## src/rtl/i2s_pkg.sv

```systemverilog
// -----------------------------------------------------------------------------
// i2s_pkg
// Shared definitions for the I2S/TDM transmitter and the clock generator.
//   - Default parameter values for the transmitter and clock generator.
//   - frame_bits(): number of SCLK periods in one audio frame.
//   - bit_cnt_t: in-frame bit counter type. It is sized for the largest frame
//     supported (MAX_FRAME_BITS), so one type serves every configuration.
// -----------------------------------------------------------------------------
package i2s_pkg;

  localparam int DEF_MCLK_DIV   = 8;   // 100 MHz / 8  = 12.5 MHz MCLK
  localparam int DEF_SCLK_RATIO = 4;   // 12.5 MHz / 4 = 3.125 MHz SCLK
  localparam int DEF_DATA_W     = 24;
  localparam int DEF_SLOT_W     = 32;
  localparam int DEF_CHANNELS   = 2;

  // Up to 16 slots of 64 SCLKs.
  localparam int MAX_FRAME_BITS = 1024;
  localparam int BIT_CNT_W      = $clog2(MAX_FRAME_BITS);

  typedef logic [BIT_CNT_W-1:0] bit_cnt_t;

  function automatic int frame_bits(input int channels, input int slot_w);
    return channels * slot_w;
  endfunction

endpackage

```

## src/rtl/i2s_clkgen.sv

```systemverilog
// -----------------------------------------------------------------------------
// i2s_clkgen
// Audio clock generator: divides the system clock into MCLK and SCLK and
// flags the system-clock cycle on which SCLK falls.
//
// One prescaler chain drives everything: a half-MCLK counter whose wrap
// toggles MCLK, followed by a ratio counter whose wrap (together with the
// half-MCLK wrap) toggles SCLK. Both outputs are registered.
//
// Ports:
//   clk_i      in   system clock
//   reset_n_i  in   asynchronous reset, active HIGH (legacy name)
//   mclk_o     out  master clock, toggles every MCLK_DIV/2 clk cycles
//   sclk_o     out  bit clock, toggles every SCLK_RATIO*MCLK_DIV/2 clk cycles,
//                   starts low
//   fall_o     out  one-clk strobe, high on the clk edge where sclk_o goes 1->0
// -----------------------------------------------------------------------------
module i2s_clkgen
  import i2s_pkg::*;
#(
  parameter int MCLK_DIV   = DEF_MCLK_DIV,
  parameter int SCLK_RATIO = DEF_SCLK_RATIO
) (
  input  logic clk_i,
  input  logic reset_n_i,
  output logic mclk_o,
  output logic sclk_o,
  output logic fall_o
);

  localparam int HALF_M = MCLK_DIV / 2;
  localparam int MW     = (HALF_M > 1) ? $clog2(HALF_M) : 1;
  localparam int RW     = (SCLK_RATIO > 1) ? $clog2(SCLK_RATIO) : 1;

  typedef logic [MW-1:0] m_cnt_t;
  typedef logic [RW-1:0] r_cnt_t;

  localparam m_cnt_t M_LAST = m_cnt_t'(HALF_M - 1);
  localparam r_cnt_t R_LAST = r_cnt_t'(SCLK_RATIO - 1);

  m_cnt_t m_cnt_q, m_cnt_d;
  r_cnt_t r_cnt_q, r_cnt_d;
  logic   mclk_q, mclk_d;
  logic   sclk_q, sclk_d;
  logic   m_wrap, sclk_tgl;

  always_comb begin
    m_wrap   = (m_cnt_q == M_LAST);
    // SCLK toggles once per SCLK_RATIO MCLK half-periods.
    sclk_tgl = m_wrap && (r_cnt_q == R_LAST);

    m_cnt_d = m_wrap ? '0 : m_cnt_q + m_cnt_t'(1);
    r_cnt_d = r_cnt_q;
    if (m_wrap) begin
      r_cnt_d = (r_cnt_q == R_LAST) ? '0 : r_cnt_q + r_cnt_t'(1);
    end
    mclk_d = mclk_q ^ m_wrap;
    sclk_d = sclk_q ^ sclk_tgl;
  end

  always_ff @(posedge clk_i or posedge reset_n_i) begin
    if (reset_n_i) begin
      m_cnt_q <= '0;
      r_cnt_q <= '0;
      mclk_q  <= 1'b0;
      sclk_q  <= 1'b0;
    end else begin
      m_cnt_q <= m_cnt_d;
      r_cnt_q <= r_cnt_d;
      mclk_q  <= mclk_d;
      sclk_q  <= sclk_d;
    end
  end

  assign mclk_o = mclk_q;
  assign sclk_o = sclk_q;
  // Combinational from registered state: consumers update on this same edge,
  // so data changes together with the SCLK falling edge.
  assign fall_o = sclk_tgl && sclk_q;

endmodule

```

## src/rtl/i2s_tx_tdm.sv

```systemverilog
// -----------------------------------------------------------------------------
// i2s_tx_tdm
// Parametrised I2S (CHANNELS==2) / TDM (CHANNELS>2) transmitter. Takes one
// multi-channel sample frame per audio frame over valid/ready, holds it in a
// one-entry buffer and serialises it MSB-first onto tx_sd.
//
// Build option: macro I2S_TX_LJ_MODE_EN selects left-justified timing (no
// one-bit data delay, stereo word-select high = channel 0, TDM frame sync on
// slot 0's first bit). Undefined gives standard I2S / DSP-A timing.
//
// Ports:
//   clk       in   system clock (100 MHz)
//   reset_n   in   asynchronous reset, active HIGH (legacy name)
//   s_data    in   CHANNELS*DATA_W, channel 0 in the LSBs, two's complement
//   s_valid   in   s_data valid
//   s_ready   out  holding buffer empty
//   tx_mclk   out  master clock
//   tx_sclk   out  bit clock
//   tx_lrclk  out  word select (stereo) / frame sync (TDM)
//   tx_sd     out  serial data
//   underrun  out  one-clk pulse when a frame starts with no buffered sample
//
// Handshake: a transfer happens on every clk edge where s_valid && s_ready.
// s_data is captured on that edge and need not be held; s_ready is low from
// the next clk until the buffer is consumed at the next frame start.
// -----------------------------------------------------------------------------
module i2s_tx_tdm
  import i2s_pkg::*;
#(
  parameter int MCLK_DIV   = DEF_MCLK_DIV,
  parameter int SCLK_RATIO = DEF_SCLK_RATIO,
  parameter int DATA_W     = DEF_DATA_W,
  parameter int SLOT_W     = DEF_SLOT_W,
  parameter int CHANNELS   = DEF_CHANNELS
) (
  input  logic                       clk,
  input  logic                       reset_n,
  input  logic [CHANNELS*DATA_W-1:0] s_data,
  input  logic                       s_valid,
  output logic                       s_ready,
  output logic                       tx_mclk,
  output logic                       tx_sclk,
  output logic                       tx_lrclk,
  output logic                       tx_sd,
  output logic                       underrun
);

  localparam int F  = frame_bits(CHANNELS, SLOT_W);
  localparam int SW = CHANNELS * DATA_W;

  localparam bit_cnt_t B_LAST = bit_cnt_t'(F - 1);
  localparam bit_cnt_t B_SLOT = bit_cnt_t'(SLOT_W);

  logic fall;

  i2s_clkgen #(
    .MCLK_DIV   (MCLK_DIV),
    .SCLK_RATIO (SCLK_RATIO)
  ) u_clkgen (
    .clk_i     (clk),
    .reset_n_i (reset_n),
    .mclk_o    (tx_mclk),
    .sclk_o    (tx_sclk),
    .fall_o    (fall)
  );

  bit_cnt_t        b_q, b_d, b_next;
  logic            lrclk_q, lrclk_d, lr_next;
  logic [F-1:0]    sh_q, sh_d;
  logic [SW-1:0]   buf_q, buf_d;
  logic            full_q, full_d;
  logic            ready_q, ready_d;
  logic            underrun_q, underrun_d;
  logic            wrap, xfer;
  logic [F-1:0]    frame;

  // Frame image in transmit order: slot 0 occupies the top SLOT_W bits, each
  // sample is left-aligned in its slot and the remaining slot bits are zero.
  for (genvar s = 0; s < CHANNELS; s++) begin : g_slot
    assign frame[F-1-s*SLOT_W -: SLOT_W] =
      SLOT_W'({buf_q[s*DATA_W +: DATA_W], {SLOT_W{1'b0}}} >> DATA_W);
  end

  always_comb begin
    b_next = (b_q == B_LAST) ? '0 : b_q + bit_cnt_t'(1);
    wrap   = fall && (b_q == B_LAST);
    xfer   = s_valid && ready_q;

`ifdef I2S_TX_LJ_MODE_EN
    if (CHANNELS == 2) lr_next = (b_next < B_SLOT);
    else               lr_next = (b_next == '0);
`else
    if (CHANNELS == 2) lr_next = (b_next >= B_SLOT);
    else               lr_next = (b_next == B_LAST);
`endif

    b_d     = fall ? b_next : b_q;
    lrclk_d = fall ? lr_next : lrclk_q;

    sh_d = sh_q;
    if (fall) begin
      if (wrap) sh_d = full_q ? frame : '0;
      else      sh_d = {sh_q[F-2:0], 1'b0};
    end

    // A transfer only happens while the buffer is empty, so it never
    // collides with a frame load consuming a full buffer. If it lands on the
    // load edge of an empty buffer, the load still sees "empty" (zeros plus
    // underrun) and the new sample waits for the next frame.
    buf_d  = buf_q;
    full_d = full_q;
    if (wrap && full_q) full_d = 1'b0;
    if (xfer) begin
      buf_d  = s_data;
      full_d = 1'b1;
    end

    ready_d    = !full_d;
    underrun_d = wrap && !full_q;
  end

  always_ff @(posedge clk or posedge reset_n) begin
    if (reset_n) begin
      b_q        <= '0;
      lrclk_q    <= 1'b0;
      sh_q       <= '0;
      buf_q      <= '0;
      full_q     <= 1'b0;
      ready_q    <= 1'b0;
      underrun_q <= 1'b0;
    end else begin
      b_q        <= b_d;
      lrclk_q    <= lrclk_d;
      sh_q       <= sh_d;
      buf_q      <= buf_d;
      full_q     <= full_d;
      ready_q    <= ready_d;
      underrun_q <= underrun_d;
    end
  end

`ifdef I2S_TX_LJ_MODE_EN
  // Left-justified: the MSB of the shift register drives the pin directly.
  assign tx_sd = sh_q[F-1];
`else
  // I2S / DSP-A: data lags the word-select edge by one SCLK.
  logic sd_q, sd_d;

  always_comb begin
    sd_d = fall ? sh_q[F-1] : sd_q;
  end

  always_ff @(posedge clk or posedge reset_n) begin
    if (reset_n) sd_q <= 1'b0;
    else         sd_q <= sd_d;
  end

  assign tx_sd = sd_q;
`endif

  assign s_ready  = ready_q;
  assign tx_lrclk = lrclk_q;
  assign underrun = underrun_q;

endmodule

```

## config.mk

```make
export PLATFORM = sky130hd
export DESIGN_NAME = i2s_tx_tdm
export DESIGN_NICKNAME = d
export VERILOG_FILES = /design/src/rtl/i2s_pkg.sv /design/src/rtl/i2s_clkgen.sv /design/src/rtl/i2s_tx_tdm.sv
export SDC_FILE = /design/constraint.sdc
export NUM_CORES = 1
export LEC_CHECK = 0
export CAP_MARGIN = 20
export CORE_MARGIN = 2
export CORE_UTILIZATION = 60
export CTS_BUF_LIST = sky130_fd_sc_hd__clkbuf_16
export DETAILED_ROUTE_END_ITERATION = 12
export MAX_ROUTING_LAYER = met4
export PLACE_DENSITY = 0.92
export SLEW_MARGIN = 0
export SYNTH_ARGS = -nofsm -noshare
export SYNTH_HDL_FRONTEND = slang
export SYNTH_SLANG_ARGS = --single-unit
```

## constraint.sdc

```tcl
create_clock -name clk -period 8.91 [get_ports clk]
set_clock_uncertainty 0.1 [all_clocks]
set_input_delay 1.3365 -clock clk [delete_from_list [all_inputs] [get_ports clk]]
set_output_delay 1.3365 -clock clk [all_outputs]
set_load 0.1 [all_outputs]
```

* After elaboration in Yosys (flattened, before gate mapping) *
Cells that the tools add are included.

word-level totals
  register bits after elaboration = 133
  output and inout bits = 6
  word-level logic and storage cells = 36
  input port bits = 51

cells by class
  reduce and logical (&&, ||, !) cells = 8
  bitwise logic cells = 2
  order comparisons = 1
  multiplexer cells = 7
  add/subtract/negate cells = 3
  eq/ne operators = 3

operators with widths
  kind                                                                     count
  64-bit 2-to-1 mux                                                        2
  10-bit by 1-bit adder with 10-bit output (second input constant)         1
  10-bit by 6-bit == test with 1-bit output (second input constant)        1
  10-bit by 6-bit >= comparator with 1-bit output (second input constant)  1
  10-bit 2-to-1 mux                                                        1
  1-bit logical AND                                                        6
  2-bit by 1-bit adder with 2-bit output (second input constant)           2
  2-bit == test (second input constant)                                    2
  2-bit 2-to-1 mux                                                         2
  1-bit logical NOT                                                        2
  1-bit 2-to-1 mux                                                         2
  1-bit XOR                                                                2

* Longest topological paths before layout *
  depth after elaboration = 8
  gate-level depth with buffers = 7
  gate-level depth less buffers = 5

* Cells and area by module *
From an unflattened synthesis, not the netlist that was laid out.

second synthesis, totals
  cells, all modules = 383
  area total of the unflattened synthesis = 5212.5 µm²

modules (own cells, without submodules)
  module      cells each  instances  sequential area each (µm²)  area each (µm²)
  i2s_tx_tdm  367         1          2977.9                      4969.8
  i2s_clkgen  16          1          150.1                       242.7

* Least setup slack after synthesis *
Ideal clock, no wire load.

  path type = input -> register
  start = input s_valid
  end = register buf_q[25]
  required time = 8685 ps
  setup time = 125 ps
  stages on the path = 4
  setup slack = 6467 ps
  buffers on the path = 2
  arrival = 2218 ps
  cells stage by stage = nand2_1 -> buf_2 -> buf_2 -> mux2_2

between the ends
  longest elaborated chain between the ends = 1

RTL lines
  item                  line               source
  from (decl)           i2s_tx_tdm.sv:39   input logic s_valid,
  1-bit logical AND     i2s_tx_tdm.sv:87   xfer = s_valid && ready_q;
  to (signal assigned)  i2s_tx_tdm.sv:135  buf_q <= buf_d;
  to (decl)             i2s_tx_tdm.sv:70   logic [SW-1:0] buf_q, buf_d;

Every way passes these cells.
A chain may end at the register's enable or synchronous reset.

* Worst setup path after layout *
  start = register u_clkgen.sclk_q, in the netlist u_clkgen.sclk_o
  end = output tx_sclk

RTL lines
  item                    line              source
  from (decl)             i2s_clkgen.sv:44  logic sclk_q, sclk_d;
  from (signal assigned)  i2s_clkgen.sv:71  sclk_q <= sclk_d;
  to (decl)               i2s_tx_tdm.sv:42  output logic tx_sclk,

No word-level cell between the ends.

==> run metrics <==
dominant cells by area after synthesis dfrtp_1, mux2_2, a31oi_1, nand3_1, nor2_1; first-pass iteration count of the detailed router 6; global route total overflow 0; cts hold-fix bufs 0; leakage 2.76 nW; Yosys top cell by area dfrtp_1; cell breakdown of the critical path clkdlybuf4s50_1; PD cells 238 nW/um^2; I/O Pins 57; Crit Path Class register to output port; Final Cycle Share 0.380; CP top delay family buffers and inverters; final setup fails 0; Total GRT Usage 0.261; flops & latches, synth 125; met2 GRT Util 0.392; Pint 0.00123 W; Final Hold Fails 0; Core Region 8680 um^2; Hold Path Class register to register; Num CTS Buffers 17; Worst VDD drop 0.150 mV; worst-margin pin slew 1.04 ns; outcome complete, no violations; clk_lat worst skew 0.41 ns; final instance area 6630 um^2; # rows 34; slowest CP cell clkdlybuf4s50_1; clk slew on worst S/H paths 0.06 ns; root buffer cell clkbuf_16; Final min period 3.39 ns; Avg Cell Area, Syn 10.8 um^2; vias in the first global route 3936; number of diodes 0; GR met3 Demand/Resource 0.0659; unrepaired setup endpoints after global routing false; synthesis-to-finish area growth 24.1%; Comb pwr share 0.071; share of cells above drive strength 1 0.176; Max Slew Vio Count 0; CTS tree built; Routability Congestion 0.801; die area 9670 um^2; Starting DRT DRC Count 377; first-pass GRT wire length 19300 um; Startpoint Class register; largest net degree at the start of global routing 131; fillers 496; syn nets 551; post-CTS sizing 0; Max Fanout on Critical Path 2; Req. time, crit path 7.47 ns; GR Util met1 0.340; Max-cap violations 0; Final ANT Viol Nets 0; CP max stage delay 1.15 ns; library cells used by synthesis 32; GRT Max-Usage Layer met2; Sw Share 0.218; post-detailed-route wirelength per cell 17.9 um; Starting Density 0.616; final WL 11800 um; Post-Synthesis Cell Area 5340 um^2; slew margin rel. 0.308; sw power 0.000344 W; layout net count 592; # Post-CTS Setup Buffers 0; Sequential Power Share 0.432; Vias/cell 6.19; fmax 295 MHz; chip height 98.4 um; clock share of power 0.497; synth warn 0; Post-Syn Instances 496; WP buf/inv 1; Cell Area, Placed 5890 um^2; H-tree Lvls 4; Sink Count 125; via count 4074; HPWL Detailed 6100 um; Worst setup EP type output port; post-synth top area share 0.585; Port Buffer Count 56; DIE WIDTH 98.4 um; sequential share of the synthesized area 0.585; initial antenna violation count 0; drt drc 0; Arr. time, crit path 1.95 ns; final setup TNS 0 ns; Longest Clk Path Bufs 2
## routing by layer
metal | routed length, um | up-vias
li1 | - | 1817
met1 | 4730 | 2023
met2 | 5930 | 194
met3 | 724 | 40
met4 | 401 | 0
met5 | 0 | -
## cell families after synthesis
kind of cell / Yosys count / synth area share
AO/OA/AOI/OAI: 71 / 0.0850
XOR/XNOR: 6 / 0.00984
adder cells (fa/ha/maj): 4 / 0.00937
buffers and inverters: 51 / 0.0426
flip-flops: 125 / 0.585
multiplexers: 55 / 0.116
AND/OR/NAND/NOR: 184 / 0.152
## cell type report
| cell class | instances | area, um^2 | area share |
|---|---|---|---|
| Multi-Input combinational cell | 320 | 2000 | 0.302 |
| Tap cell | 108 | 135 | 0.0204 |
| Clock buffer | 17 | 425 | 0.0642 |
| Sequential cell | 125 | 3130 | 0.472 |
| Timing Repair Buffer | 62 | 651 | 0.0981 |
| Clock inverter | 15 | 244 | 0.0368 |
| Inverter | 11 | 43.8 | 0.00660 |
## power by group through the flow
stage | Clock, W | Combinational (W) | Sequential, W
after floorplan | 0 | 0.0000792 | 0.000670
after global placement | 0 | 0.000105 | 0.000683
after detailed placement | 0 | 0.000111 | 0.000688
after CTS | 0.000790 | 0.000113 | 0.000680
after global routing | 0.000810 | 0.000124 | 0.000689
final | 0.000783 | 0.000113 | 0.000681
## sequential cells by signal (all words and copies together), names as in the netlist
| name | flops |
|---|---|
| b_q | 10 |
| buf_q | 48 |
| full_q | 1 |
| s_ready | 1 |
| sh_q | 56 |
| tx_lrclk | 1 |
| tx_sd | 1 |
| u_clkgen.m_cnt_q | 2 |
| u_clkgen.mclk_o | 1 |
| u_clkgen.r_cnt_q | 2 |
| u_clkgen.sclk_o | 1 |
| underrun | 1 |
## worst paths after layout
kind,cells past startpoint,slack [ns],to,start
min,1,0.34,u_clkgen.m_cnt_q[0]$_DFF_PP0_,u_clkgen.m_cnt_q[0]$_DFF_PP0_
min in group asynchronous,2,1.19,sh_q[50]$_DFFE_PP0P_,reset_n
max reg2reg,5,6.31,sh_q[9]$_DFFE_PP0P_,b_q[0]$_DFFE_PP0P_
max in group asynchronous,4,6.35,full_q$_DFF_PP0_,reset_n
max,1,5.52,tx_sclk,u_clkgen.sclk_o$_DFF_PP0_
min reg2reg,1,0.34,u_clkgen.m_cnt_q[0]$_DFF_PP0_,u_clkgen.m_cnt_q[0]$_DFF_PP0_
## layout by cell type (no fill, tap or decap), drive strengths merged, types with 12 or more instances in the layout
master / count
dfrtp: 125
nand3: 60
clkdlybuf4s50: 56
nor2: 55
mux2: 54
nand2: 53
a31oi: 48
clkbuf: 17
inv: 13
o21ai: 12
## through the flow
| step | setup slack, ns | cells | hold slack (ns) | util | total power (W) |
|---|---|---|---|---|---|
| 2_1_floorplan | 4.15 | 496 | 0.303 | - | 0.000749 |
| 4_1_cts | 5.50 | 655 | 0.338 | 0.756 | 0.00158 |
| 5_1_grt | 5.48 | 658 | 0.364 | 0.764 | 0.00162 |
| 3_5_place_dp | 5.47 | 623 | 0.327 | 0.679 | 0.000799 |
| 3_3_place_gp | 5.54 | 623 | 0.315 | 0.679 | 0.000787 |
| 6_report | 5.52 | 658 | 0.340 | 0.764 | 0.00158 |
## Yosys cell counts, drive strengths merged
library cell,n
a31oi,48
nand4,3
and4,1
a2111o,1
xor2,1
nor3,6
mux2,54
inv,11
o22ai,2
and3,2
o21ai,12
nand2,53
a41oi,1
o21a,1
a22o,2
ha,4
nor2,55
dfrtp,125
clkbuf,27
mux2i,1
a32o,2
a21boi,1
o311ai,1
and2,2
nand3,60
buf,13
nor2b,2
xnor2,5
No activity file was read; power rests on OpenSTA's default activity.
